<file path="src/rtl/demux8_stream.sv">
// demux8_stream: 1-to-8 valid/ready stream demultiplexer, one registered word per channel.
// Optional broadcast to all eight channels when DEMUX8_BCAST_EN is defined.
`default_nettype none

module demux8_stream #(
   parameter int WIDTH = 16
) (
   input  logic                 clk,
   input  logic                 reset,
   input  logic                 in_valid,
   output logic                 in_ready,
   input  logic [2:0]           sel,
   input  logic                 bcast,
   input  logic [WIDTH-1:0]     in_data,
   output logic [7:0]           out_valid,
   input  logic [7:0]           out_ready,
   output logic [8*WIDTH-1:0]   out_data,
   output logic [3:0]           occupancy
);

   localparam int NCH = 8;

   logic [NCH-1:0]   valid_q;
   logic [NCH-1:0]   valid_d;
   logic [NCH-1:0]   drain;
   logic [NCH-1:0]   load;
   logic [3:0]       occ_q;
   logic [3:0]       occ_d;
   logic             xfer;
   logic [WIDTH-1:0] data_q [NCH];

   function automatic logic [3:0] popcnt8(input logic [NCH-1:0] v);
      logic [3:0] n;
      n = 4'd0;
      for (int i = 0; i < NCH; i++) begin
         n = n + 4'(v[i]);
      end
      return n;
   endfunction

   // A channel can take a word if it is empty or is being drained this cycle.
   always_comb begin
      in_ready = !valid_q[sel] || out_ready[sel];
`ifdef DEMUX8_BCAST_EN
      if (bcast) begin
         in_ready = &(~valid_q | out_ready);
      end
`endif
   end

`ifndef DEMUX8_BCAST_EN
   logic unused_bcast;
   assign unused_bcast = bcast;
`endif

   assign xfer  = in_valid && in_ready;
   assign drain = valid_q & out_ready;

   always_comb begin
      load = '0;
      if (xfer) begin
         load[sel] = 1'b1;
`ifdef DEMUX8_BCAST_EN
         if (bcast) begin
            load = '1;
         end
`endif
      end
   end

   // A load on a draining channel wins, so the valid bit stays set.
   assign valid_d = (valid_q & ~drain) | load;
   assign occ_d   = popcnt8(valid_d);

   always_ff @(posedge clk or posedge reset) begin
      if (reset) begin
         valid_q <= '0;
         occ_q   <= 4'd0;
      end else begin
         valid_q <= valid_d;
         occ_q   <= occ_d;
      end
   end

   generate
      for (genvar k = 0; k < NCH; k++) begin : g_ch
         always_ff @(posedge clk or posedge reset) begin
            if (reset) begin
               data_q[k] <= '0;
            end else if (load[k]) begin
               data_q[k] <= in_data;
            end
         end
         assign out_data[k*WIDTH +: WIDTH] = data_q[k];
      end
   endgenerate

   assign out_valid = valid_q;
   assign occupancy = occ_q;

endmodule

`default_nettype wire

</file>
<file path="config.mk">
export PLATFORM = sky130hd
export DESIGN_NAME = demux8_stream
export DESIGN_NICKNAME = d
export VERILOG_FILES = /design/src/rtl/demux8_stream.sv
export SDC_FILE = /design/constraint.sdc
export NUM_CORES = 1
export LEC_CHECK = 0
export CELL_PAD_IN_SITES_DETAIL_PLACEMENT = 1
export CELL_PAD_IN_SITES_GLOBAL_PLACEMENT = 1
export CORE_MARGIN = 4
export CORE_UTILIZATION = 38
export DETAILED_ROUTE_END_ITERATION = 16
export GPL_ROUTABILITY_DRIVEN = 1
export HOLD_SLACK_MARGIN = 0.02
export PLACE_DENSITY = 0.89
export SYNTH_ARGS = -nofsm -noshare
export SYNTH_HDL_FRONTEND = slang
export SYNTH_SLANG_ARGS = --single-unit
</file>
<file path="constraint.sdc">
create_clock -name clk -period 5.9 [get_ports clk]
set_input_delay 1.475 -clock clk [delete_from_list [all_inputs] [get_ports clk]]
set_output_delay 1.475 -clock clk [all_outputs]
set_load 0.01 [all_outputs]
</file>
==> results.toml, run 1 <==
[run_status]
status = "finished, final reports clean"

[pwr]
p_sw_w = 0.000931
peakVddDrop_mv = 0.248
powerDensity_nw_per_um2 = 425
switching_share_pct = 26.1
internal-power_w = 0.00264
p_comb_share_pct = 27.7
p_leak_nw = 3.69
clock_power_share_pct = 34.6
seq_power_share_pct = 37.7

[yosys]
synth_edf_count = 0
yosysSeqAreaShare_pct = 60.2
syn-cell-area_um2 = 5820
syn_avg_cell_area_um2 = 16.4
ys_warn_count = 0
synth.ff_latch_count = 140
syn_nets = 393
synth.distinct_cells = 35
async_flop_share_pct = 100
syn_inst = 355
yosys_most_used_dff = "dfrtp_1"

[die]
fp-row-count = 44
die_w_um = 132
die_h_um = 132
core_um2 = 14800
die_area_um2 = 17400
io_pins = 172
start_util_pct = 39.4

[placed_design]
dp.cells = 706
place_ws_ns = 0.126
gp_congestion = 0.786
dp_hpwl_mm = 11.3
io_buffer_count = 170

[detailed_routing]
avgViaCountPerCell = 5.00
drc = 0
drtPass1Iterations = 4
antenna_left = 0
vias = 3688
post_drt_wl_per_cell_um = 22.6
drtIter0Drc = 146
wirelength_mm = 16.7

[grt]
antenna_found_initial = 0
grt_pass1_vias = 4380
grt_usage_pct = 20.2
grt_pass1_wl_mm = 27.0
grt_overflow_total = 0
grt_max_degree = 115

[setup_path]
rr_worst_depth = 14
r2r-start = "out_valid[5]"
crit_path_start_kind = "primary input"
regToRegSetupSlack_ns = 1.86
crit_arrival_ns = 5.64
crit_required_ns = 6.21
crit_fanout = 12
worstSetupPathType = "primary input to flop"
rr_endpoint = "occupancy[2]"
end_kind = "flop"

[cts]
postCtsSetupBuffers = 0
cts_buffers = 17
path_clk_slew_ns = 0.06
tritoncts = "built"
clk_path_buf_depth = 2
cts_hold_buf = 0
clkSinkCount = 140
cts_root_buf = "clkbuf_16"
htree_levels = 4
cts_resized = 0
clkLatencyLatePin_ns = 0.42

[cells_and_area]
drive_gt1_share_pct = 21.7
fin_nets = 579
final_util_pct = 56.9
finalNonFillerCells = 738
diodes = 0
synthToLayoutAreaGrowth_pct = 44.2

[sta]
setup_violations = 0
tightest_slew_ns = 1.02
setup_slack_ns = 0.566
hold_viol_final = 0
fin_crit_ns = 5.33
rsz0062_at_grt = "false"
post-route-period-util_pct = 90.4
max_freq_mhz = 187
fin_tns_setup_ns = 0
slew_headroom_pct = 31.7
finalMaxSlewViolations = 0
finClkSkew_ns = 0.00919

[hold_path]
min-delay-start = "out_data[104]"
whs_endpoint = "out_data[104]"
min_path_type = "flop to flop"
min_path_cells = 1

[run]
max_cap_viol_count = 0
==> per-layer routing <==
metal	wire [µm]	track usage, %
met5	0	0
met4	176	5.37
met3	1420	9.43
met2	8280	33.0
met1	6820	24.4
==> area by class of cell <==
cell class | count | area, µm²
clock buffer | 20 | 437
clock inverter | 12 | 243
fill | 1390 | 6360
inverter | 14 | 57.6
multi-input combinational | 185 | 2120
sequential | 140 | 3500
tap | 184 | 230
timing repair buffer | 183 | 1800
==> power groups by stage <==
stage                     clock (W)  sequential, W  combinational [W]
after floorplan                   0        0.00144           0.000273
after global placement            0        0.00133           0.000964
after detailed placement          0        0.00136           0.000994
after CTS                   0.00126        0.00135            0.00101
after global routing        0.00132        0.00137            0.00106
final                       0.00124        0.00134           0.000989
==> state kept, by name, indices dropped and copies added, names as in the netlist <==
name	cells
out_valid	8
occupancy	4
out_data	128
==> how the worst max path moves through the flow <==
stage / from / to / slack (ns) / cells past startpoint
2_1_floorplan: sel[2] / occupancy[2] / 0.49 / 17
3_3_place_gp: sel[1] / occupancy[2] / 0.26 / 16
3_5_place_dp: sel[1] / occupancy[2] / 0.13 / 16
4_1_cts: sel[1] / occupancy[2] / 0.58 / 16
5_1_grt: sel[2] / occupancy[2] / 0.38 / 16
6_report: sel[1] / occupancy[2] / 0.57 / 16
==> critical path, stage by stage <==
cell             delay [ns]
clkdlybuf4s50_1        0.49
buf_4                  0.22
nor2b_1                0.08
a211oi_2               0.23
o32ai_2                0.12
o211ai_4               0.36
nand4_4                0.14
o21ai_0                0.20
fa_1                   0.47
inv_1                  0.09
fa_1                   0.41
fa_1                   0.55
inv_1                  0.04
ha_1                   0.20
fa_1                   0.39
xor2_1                 0.17
==> synth_stat cells (2+ instances only) <==
library cell  count  area [µm²]
a21oi_1           4        20.0
o21ai_1           2        10.0
mux2_2           30         338
buf_2             4        20.0
buf_8             2        30.0
ha_1              3        37.5
nor2b_1           4        25.0
a21o_1            4        30.0
o21ai_0           5        25.0
mux2_1           67         754
nor3b_2           2        25.0
nand2_1           5        18.8
nor2_1            3        11.3
inv_1            13        48.8
dfrtp_1         140        3500
buf_6             9         101
mux2i_1           3        30.0
mux2_4           33         495
nand4_4           3        63.8
fa_1              4        80.1
==> logic make-up (layout without fill, tap and decap cells) <==
logic type      Yosys count  count (layout)  share of synthesized area, %
xor+xnor                  1               1                         0.151
flops                   140             140                          60.2
buf+inv                  30             229                          3.57
simple gates             23              23                          3.44
mux                     133             133                          27.8
compound gates           21              21                          2.82
fa+ha+maj                 7               7                          2.02
==> cell usage in the layout (no fill, tap or decap), types with 2 or more instances in the layout <==
master	instances
bufinv_16	7
mux2_2	30
dfrtp_1	140
nor2b_1	4
buf_4	13
a21o_1	4
nor3b_4	2
mux2i_1	3
ha_1	3
mux2_1	67
inv_1	12
clkbuf_1	3
mux2_4	33
clkinv_2	3
fa_1	4
clkbuf_16	17
nor2_1	3
clkinv_4	2
o21ai_0	5
nand2_1	5
nand4_4	3
o21ai_1	2
clkdlybuf4s50_1	170
a21oi_1	4
==> per-stage QoR <==
step                total power, W  area, µm²  hold slack [ns]
floorplan                  0.00171       5820            0.529
global placement           0.00230       7710            0.467
detailed placement         0.00235       7710            0.475
CTS                        0.00362       8390            0.489
global route               0.00375       8390            0.504
finish                     0.00357       8390            0.485
Note: power is estimated with default switching activity, not from simulation.
==> run 2, diff against run 1 <==
--- a/config.mk
+++ b/config.mk
@@ -11,6 +11,7 @@
 export CORE_UTILIZATION = 38
 export DETAILED_ROUTE_END_ITERATION = 16
 export GPL_ROUTABILITY_DRIVEN = 1
+export GPL_TIMING_DRIVEN = 0
 export HOLD_SLACK_MARGIN = 0.02
 export PLACE_DENSITY = 0.89
 export SYNTH_ARGS = -nofsm -noshare
==> run 2 against run 1 <==
Against the previous run: sequential share of layout area fell by 0.23 points; clock skew up 0.0046 ns; clock-buffer cell count down 1; largest power group unchanged; flip-flop and latch count unchanged; critical endpoint unchanged; fmax fell by 7.5%; die area did not move; cell area increased by 0.55%; non-clock buffer count increased by 4; largest cell class unchanged.
==> results.toml, run 2 (synthesis results as in run 1) <==
[detailed_routing]
drtPass1Iterations = 5
drc = 0
antenna_left = 0
vias = 3718
drtIter0Drc = 146
avgViaCountPerCell = 5.02
wirelength_mm = 16.9
post_drt_wl_per_cell_um = 22.8

[sta]
setup_violations = 0
fin_crit_ns = 5.77
finalMaxSlewViolations = 0
hold_viol_final = 0
post-route-period-util_pct = 97.8
finClkSkew_ns = 0.0138
tightest_slew_ns = 0.648
slew_headroom_pct = 56.8
max_freq_mhz = 173

[cts]
cts_root_buf = "clkbuf_16"
clkSinkCount = 140
clk_path_buf_depth = 2
clkLatencyLatePin_ns = 0.42
tritoncts = "built"
htree_levels = 4
cts_hold_buf = 0
path_clk_slew_ns = 0.05
cts_buffers = 17

[setup_path]
max_stage_delay_ns = 0.55
crit_top_cell = "fa_1"
worstSetupPathType = "primary input to flop"
regToRegSetupSlack_ns = 1.49
worstPathCellList = "clkdlybuf4s50_1 > buf_6 > nor2_2 > nand2_1 > a21oi_2 > o211ai_4 > and3_1 > buf_6 > buf_6 > a21o_1 > fa_1 > inv_1 > fa_1 > fa_1 > inv_1 > ha_1 > fa_1 > xor2_1"
cpMaxStageDelayCell = "fa_1"
crit_path_start_kind = "primary input"
crit_fanout = 10
crit_required_ns = 6.19
path_buf_inv = 6
rr_worst_depth = 14
crit_arrival_ns = 6.06
end_kind = "flop"
cp_top_family = "adder cells"
r2r-start = "out_valid[5]"
rr_endpoint = "occupancy[2]"

[die]
start_util_pct = 39.4
die_h_um = 132
die_w_um = 132
fp-row-count = 44
die_area_um2 = 17400
core_um2 = 14800
io_pins = 172

[grt]
grt_max_degree = 75
antenna_found_initial = 0
grt_pass1_vias = 4371
grt.met2_usage_pct = 33.9
grt-busiest-layer = "met2"
grt_overflow_total = 0
grtUsageMet3_pct = 8.51
met1_usage_pct = 22.5
grt_pass1_wl_mm = 26.5
grt_usage_pct = 20.0

[pwr]
powerDensity_nw_per_um2 = 416
peakVddDrop_mv = 0.218
p_leak_nw = 3.70
finalPower_w = 0.00351

[cells_and_area]
fill_cells = 1382
finalNonFillerCells = 740
synthToLayoutAreaGrowth_pct = 45.0
final_util_pct = 57.2
drive_gt1_share_pct = 23.0
fin_nets = 583
final_cell_mix = "168 x clkdlybuf4s50_1, 140 x dfrtp_1, 67 x mux2_1, 33 x mux2_4, 30 x mux2_2"
diodes = 0
largest_register_ff_count = 128
mostFrequentLayoutCell = "clkdlybuf4s50_1"

[run]
max_cap_viol_count = 0

[placed_design]
dp_hpwl_mm = 12.1
io_buffer_count = 168
gp_congestion = 0.782
dp.cells = 708

[hold_path]
min_path_cells = 1
min_path_type = "flop to flop"
min-delay-start = "out_data[88]"
whs_endpoint = "out_data[88]"

[run_status]
status = "finished, final reports clean"
==> run 2: cell count changes in the layout (fill, tap and decap cells not counted), sizes merged <==
cell / before / now
clkdlybuf4s50: 170 / 168
bufinv: 7 / 5
clkinv: 5 / 4
clkinvlp: 0 / 2
buf: 13 / 18
==> run 2: worst reg2reg max path, delay by kind of cell, from the launching register on <==
kind                     cells  cell delay, ns
AO/OA/AOI/OAI                4            0.93
XOR/XNOR                     1            0.18
adder cells (fa/ha/maj)      5            2.04
buffers and inverters        2            0.15
flip-flops                   1            0.41
AND/OR/NAND/NOR              2            0.57
==> run 2: stage by stage <==
stage	instance area [µm²]	setup TNS [ns]	setup slack [ns]	hold slack, ns
3_3_place_gp	7730	-134.70	-0.970	0.467
2_1_floorplan	5820	0	0.493	0.529
3_5_place_dp	7760	-1.62	-0.650	0.477
4_1_cts	8410	0	0.0168	0.492
6_report	8440	0	0.131	0.489
5_1_grt	8440	-0.0130	-0.0130	0.510
==> run 2: timing repair <==
item,4_1_cts,5_1_grt
setup buffers,1,3
pin swaps,1,1
resized for setup,0,3
setup endpoints to repair,2,2
gates cloned,0,0
==> run 2: metal layers <==
| metal | routed length (µm) | part of all wire (%) | up-vias |
|---|---|---|---|
| met3 | 1520 | 9.0 | 25 |
| met5 | 0 | 0 | - |
| li1 | - | - | 1629 |
| met2 | 8310 | 49 | 145 |
| met1 | 6770 | 40 | 1919 |
| met4 | 295 | 1.7 | 0 |
==> run 2: how the worst max path moves through the flow <==
stage / from / endpoint / depth (start not counted)
floorplan: sel[2] / occupancy[2] / 17
global placement: reset / out_data[48] / 2
detailed placement: sel[2] / occupancy[2] / 17
CTS: sel[2] / occupancy[2] / 18
global route: sel[2] / occupancy[2] / 18
finish: sel[2] / occupancy[2] / 18
==> run 2: cell type report <==
class,instances,area [µm²],area share [%]
repair buffers,173,1740,20.6
flip-flops and latches,140,3500,41.5
inverters,14,57.6,0.682
clock inverters,11,193,2.28
clock buffers,19,453,5.37
plain buffers,14,145,1.72
well taps,184,230,2.73
multi-input cells,185,2120,25.1
==> run 2: power breakdown <==
part	total, W	switching (W)	internal (W)
registers	0.00134	0.000145	0.00120
logic	0.000998	0.000388	0.000610
clock network	0.00117	0.000403	0.000767
total	0.00351	0.000935	0.00258
